### src/rtl/branch_resolve_pkg.sv
// branch_resolve_pkg: shared defaults and width helpers for the branch resolution slice
package branch_resolve_pkg;
   localparam int DEPTH_DEF  = 4;
   localparam int STAT_W_DEF = 16;
   function automatic int ptr_w(input int depth);
      return $clog2(depth);
   endfunction
endpackage

### src/rtl/branch_resolve_pred_fifo.sv
// pred_fifo: 1-bit in-order prediction queue with push, pop and whole-queue flush
// ports: clk, reset (async active-low), push/din, pop, flush in; full, empty, head out
module pred_fifo
   import branch_resolve_pkg::*;
#(
   parameter int DEPTH = DEPTH_DEF
) (
   input  logic clk,
   input  logic reset,
   input  logic push,
   input  logic din,
   input  logic pop,
   input  logic flush,
   output logic full,
   output logic empty,
   output logic head
);
   localparam int PTR_W = ptr_w(DEPTH);
   localparam int OCC_W = PTR_W + 1;
   logic [DEPTH-1:0] mem;
   logic [PTR_W-1:0] wr, rd;
   logic [OCC_W-1:0] occ;
   logic             wr_en, rd_en;
   assign full  = occ == OCC_W'(DEPTH);
   assign empty = occ == '0;
   assign head  = mem[rd];
   assign wr_en = push && !full;
   assign rd_en = pop && !empty;
   // flush wins over a same-cycle push: the whole queue is discarded
   always_ff @(posedge clk or negedge reset)
      if (!reset) begin
         wr  <= '0;
         rd  <= '0;
         occ <= '0;
      end else if (flush) begin
         wr  <= '0;
         rd  <= '0;
         occ <= '0;
      end else begin
         wr  <= wr + PTR_W'(wr_en);
         rd  <= rd + PTR_W'(rd_en);
         occ <= occ + OCC_W'(wr_en) - OCC_W'(rd_en);
      end
   always_ff @(posedge clk)
      if (wr_en) mem[wr] <= din;
endmodule

### src/rtl/branch_resolve.sv
// branch_resolve: matches queued predictions against resolved outcomes, drives predictor update and flush
// ports: clk, reset (async active-low); pred_valid/pred_taken/pred_ready issue side;
//        res_valid/res_taken resolve side; branch/taken/mispredict registered pulses;
//        empty, sticky res_error, saturating count_branches/count_mispred
module branch_resolve
   import branch_resolve_pkg::*;
#(
   parameter int DEPTH  = DEPTH_DEF,
   parameter int STAT_W = STAT_W_DEF
) (
   input  logic              clk,
   input  logic              reset,
   input  logic              pred_valid,
   input  logic              pred_taken,
   output logic              pred_ready,
   input  logic              res_valid,
   input  logic              res_taken,
   output logic              branch,
   output logic              taken,
   output logic              mispredict,
   output logic              empty,
   output logic              res_error,
   output logic [STAT_W-1:0] count_branches,
   output logic [STAT_W-1:0] count_mispred
);
   logic full, head, pop, mis;
   assign pred_ready = !full;
   assign pop        = res_valid && !empty;
   assign mis        = pop && (head != res_taken);
   pred_fifo #(.DEPTH(DEPTH)) u_fifo (
      .clk   (clk),
      .reset (reset),
      .push  (pred_valid),
      .din   (pred_taken),
      .pop   (pop),
      .flush (mis),
      .full  (full),
      .empty (empty),
      .head  (head)
   );
   always_ff @(posedge clk or negedge reset)
      if (!reset) begin
         branch         <= 1'b0;
         taken          <= 1'b0;
         mispredict     <= 1'b0;
         res_error      <= 1'b0;
         count_branches <= '0;
         count_mispred  <= '0;
      end else begin
         branch         <= pop;
         taken          <= pop && res_taken;
         mispredict     <= mis;
         res_error      <= res_error || (res_valid && empty);
         count_branches <= (pop && !(&count_branches)) ? count_branches + 1'b1 : count_branches;
         count_mispred  <= (mis && !(&count_mispred)) ? count_mispred + 1'b1 : count_mispred;
      end
endmodule

### config.mk
export PLATFORM = sky130hd
export DESIGN_NAME = branch_resolve
export DESIGN_NICKNAME = d
export VERILOG_FILES = /design/src/rtl/branch_resolve_pkg.sv /design/src/rtl/branch_resolve_pred_fifo.sv /design/src/rtl/branch_resolve.sv
export SDC_FILE = /design/constraint.sdc
export NUM_CORES = 1
export LEC_CHECK = 0
export BUFFER_PORTS_ARGS = -buffer_cell sky130_fd_sc_hd__buf_4
export CAP_MARGIN = 20
export CORE_MARGIN = 4
export CORE_UTILIZATION = 39
export CTS_BUF_LIST = sky130_fd_sc_hd__clkbuf_2
export DETAILED_ROUTE_END_ITERATION = 10
export GPL_ROUTABILITY_DRIVEN = 0
export PLACE_DENSITY_LB_ADDON = 0.1
export SLEW_MARGIN = 30
export SYNTH_ARGS = -nofsm -noshare
export SYNTH_HDL_FRONTEND = slang
export SYNTH_SLANG_ARGS = --single-unit
export TNS_END_PERCENT = 1
### constraint.sdc
create_clock -name clk -period 4 [get_ports clk]
set_input_delay 0.4 -clock clk [delete_from_list [all_inputs] [get_ports clk]]
set_output_delay 0.4 -clock clk [all_outputs]
set_load 0.005 [all_outputs]
==> flow_metrics.py <==
metrics = {
    "run_status": {
        "status": "completed",
    },
    "synth": {
        "syn_nets": 198,
        "yosysSeqAreaShare_pct": 53.6,
        "syn_area_um2": 2230,
        "yosys_warnings": 0,
        "synth_seq_cells": 47,
        "synth_cell_types": 36,
        "syn_area_per_cell_um2": 12.1,
        "netlist_instances": 185,
    },
    "critical_path": {
        "end_kind": "register",
        "reg2reg_depth": 11,
        "critPathMaxStageDelay_ps": 490,
        "worst_ep_required_time_ps": 4300,
        "critPathArrivalTime_ps": 2670,
        "path_max_fanout": 6,
        "r2r_slack_ps": 1620,
        "worst_setup_path_start_kind": "register",
        "cp_slowest_cell": "dfrtp_1",
        "path_class": "register to register",
        "crit_chain": "nor3_2 > nand2b_4 > clkinv_4 > ha_1 > inv_1 > ha_1 > inv_1 > fa_1 > xor2_1 > xnor2_1 > nor2_1",
    },
    "timing": {
        "whs_ps": 185,
        "timing.final.crit_share_pct": 59.4,
        "max_freq_mhz": 421,
        "drv_slew": 0,
        "period_minus_slack_ps": 2380,
        "tightest_slew_ps": 710,
        "max_slew_margin_pct": 52.6,
        "hold_viol": 0,
        "rsz0062_at_grt": "no",
        "worst_slack_ps": 1620,
        "finalSetupViolations": 0,
        "tns_ps": 0,
        "clock_skew_ps": 6.24,
    },
    "grt": {
        "grt-ovfl-total": 0,
        "grt_use_total_pct": 12.1,
        "antenna_found_initial": 0,
        "first_global_vias": 1495,
        "grt_max_degree": 44,
        "grt_pass1_wl_mm": 7.04,
    },
    "clock_tree": {
        "cts_buffer_depth": 2,
        "numCtsBuffers": 5,
        "htree_num_levels": 2,
        "cts_setup_buffers": 0,
        "worstSkewPairLatency_ps": 400,
        "cts-root-buf": "clkbuf_2",
        "ctsResizeCount": 0,
        "cts.sinks": 47,
        "cts_tree": "yes",
        "cts.clk_slew.worst_paths_ps": 220,
    },
    "cells_and_area": {
        "syn2layout_area_growth_pct": 20.9,
        "diodes": 0,
        "final_nets": 245,
        "fillers": 524,
        "final_cells": 305,
        "utilization_pct": 48.7,
        "drive_above_1_share_pct": 26.6,
        "layout_common_cells": "43 x dfrtp_1, 43 x buf_4, 29 x xnor2_1, 12 x nand3_1, 11 x nand2_1",
        "design_area_um2": 2700,
    },
    "drt": {
        "routed_wl_mm": 4.02,
        "num_vias": 1477,
        "wl_per_cell_um": 13.2,
        "viasPerCell": 4.84,
        "drt_iter0_markers": 48,
        "postRouteAntennaNets": 0,
        "drt_first_pass_iters": 4,
        "drc": 0,
    },
    "pwr": {
        "vdd_ir_drop_max_v": 0.000256,
        "power_mw": 1.45,
        "leakage_nw": 1.28,
        "power_density_nw_per_um2": 537,
    },
    "floorplan": {
        "die_y_um": 83.7,
        "rows": 27,
        "initial_core_util_pct": 40.3,
        "ios": 44,
        "core-area_um2": 5540,
        "fp.dieW_um": 83.7,
        "dieArea_um2": 7000,
    },
    "place": {
        "dpl_worst_slack_ps": 1650,
        "place_area_um2": 2630,
        "dp_cells": 296,
        "port_buffers": 43,
        "hpwl_mm": 2.85,
    },
    "min_path": {
        "holdPathStages": 1,
        "worstHoldPathType": "primary input to register",
    },
    "job": {
        "maxCapViolations": 0,
    },
}
==> worst max-delay path, delay by kind of cell (launching register included) <==
| kind | cells | cell delay, ps |
|---|---|---|
| flip-flops | 1 | 490 |
| buffers and inverters | 3 | 180 |
| adder cells (fa/ha/maj) | 3 | 770 |
| XOR/XNOR | 2 | 310 |
| AND/OR/NAND/NOR | 3 | 520 |
==> where the power goes <==
part / switching (mW) / internal, mW
clock: 0.146 / 0.103
combinational: 0.220 / 0.270
sequential: 0.115 / 0.595
total: 0.481 / 0.968
==> sequential cells by signal, summed over array words and instances, names as in the netlist <==
| register | flops |
|---|---|
| count_branches | 16 |
| count_mispred | 16 |
| u_fifo.mem | 4 |
| u_fifo.occ | 3 |
| u_fifo.rd | 2 |
| u_fifo.wr | 2 |
| branch | 1 |
| mispredict | 1 |
| res_error | 1 |
| taken | 1 |
==> cells by family (layout without fill, tap and decap cells) <==
family / after synthesis / after routing / synth area share [%]
AND/OR/NAND/NOR: 75 / 75 / 21.0
flip-flops: 47 / 47 / 53.6
XOR/XNOR: 34 / 34 / 13.3
buffers and inverters: 11 / 59 / 2.30
adder cells (fa/ha/maj): 7 / 7 / 4.26
AO/OA/AOI/OAI: 6 / 6 / 3.08
multiplexers: 5 / 5 / 2.41
==> synth_stat cells <==
| cell type | number | area [um2] |
|---|---|---|
| buf_2 | 4 | 20.0 |
| a21o_1 | 1 | 7.51 |
| and2_0 | 1 | 6.26 |
| fa_1 | 1 | 20.0 |
| and2_1 | 4 | 25.0 |
| nand3_4 | 1 | 17.5 |
| nor3b_1 | 1 | 7.51 |
| xnor2_1 | 29 | 254 |
| nor3_4 | 1 | 16.3 |
| and3_1 | 10 | 62.6 |
| edfxtp_1 | 4 | 120 |
| nor2_1 | 10 | 37.5 |
| a21oi_1 | 1 | 5.00 |
| nand4_1 | 10 | 62.6 |
| xor2_1 | 5 | 43.8 |
| mux2_1 | 1 | 11.3 |
| nand2b_4 | 1 | 13.8 |
| clkinv_4 | 1 | 8.76 |
| mux2i_1 | 2 | 20.0 |
| nand3_1 | 12 | 60.1 |
| a41oi_4 | 1 | 27.5 |
| inv_1 | 6 | 22.5 |
| a211oi_2 | 1 | 12.5 |
| dfrtp_1 | 43 | 1080 |
| nand4_4 | 1 | 21.3 |
| nand4b_1 | 1 | 8.76 |
| ha_1 | 6 | 75.1 |
| or3b_4 | 1 | 11.3 |
| nand2b_1 | 1 | 6.26 |
| nand2_1 | 11 | 41.3 |
| and4_1 | 3 | 26.3 |
| a31oi_1 | 1 | 6.26 |
| nor3_2 | 2 | 20.0 |
| o211a_1 | 1 | 10.0 |
| nor2b_1 | 4 | 25.0 |
| mux2_2 | 2 | 22.5 |
==> layout make-up <==
cell class / instances / area, um2 / share of cell area (%)
Sequential cell: 47 / 1200 / 44.3
Multi-Input combinational cell: 127 / 985 / 36.5
Timing Repair Buffer: 44 / 333 / 12.3
Tap cell: 72 / 90.1 / 3.34
Clock inverter: 3 / 38.8 / 1.44
Inverter: 7 / 31.3 / 1.16
Clock buffer: 5 / 25.0 / 0.927
==> per-layer routing <==
layer	global-route usage, %	part of all wire [%]
met2	18.7	46
met1	16.1	47
met5	0	0
met3	4.05	5.4
met4	3.80	1.4
==> worst paths after layout <==
| kind | from | to |
|---|---|---|
| min | pred_taken | u_fifo.mem[0] |
| max in group asynchronous | reset | u_fifo.rd[1] |
| max | u_fifo.occ[1] | u_fifo.occ[2] |
| min reg2reg | res_error | res_error |
| max reg2reg | u_fifo.occ[1] | u_fifo.occ[2] |
| min in group asynchronous | reset | u_fifo.occ[2] |
==> timing repair <==
item / in CTS / in global routing
hold endpoints to repair: 43 / 0
hold buffers: 1 / 0
setup endpoints to repair: 0 / 0
No activity file was read; power rests on OpenSTA's default activity.
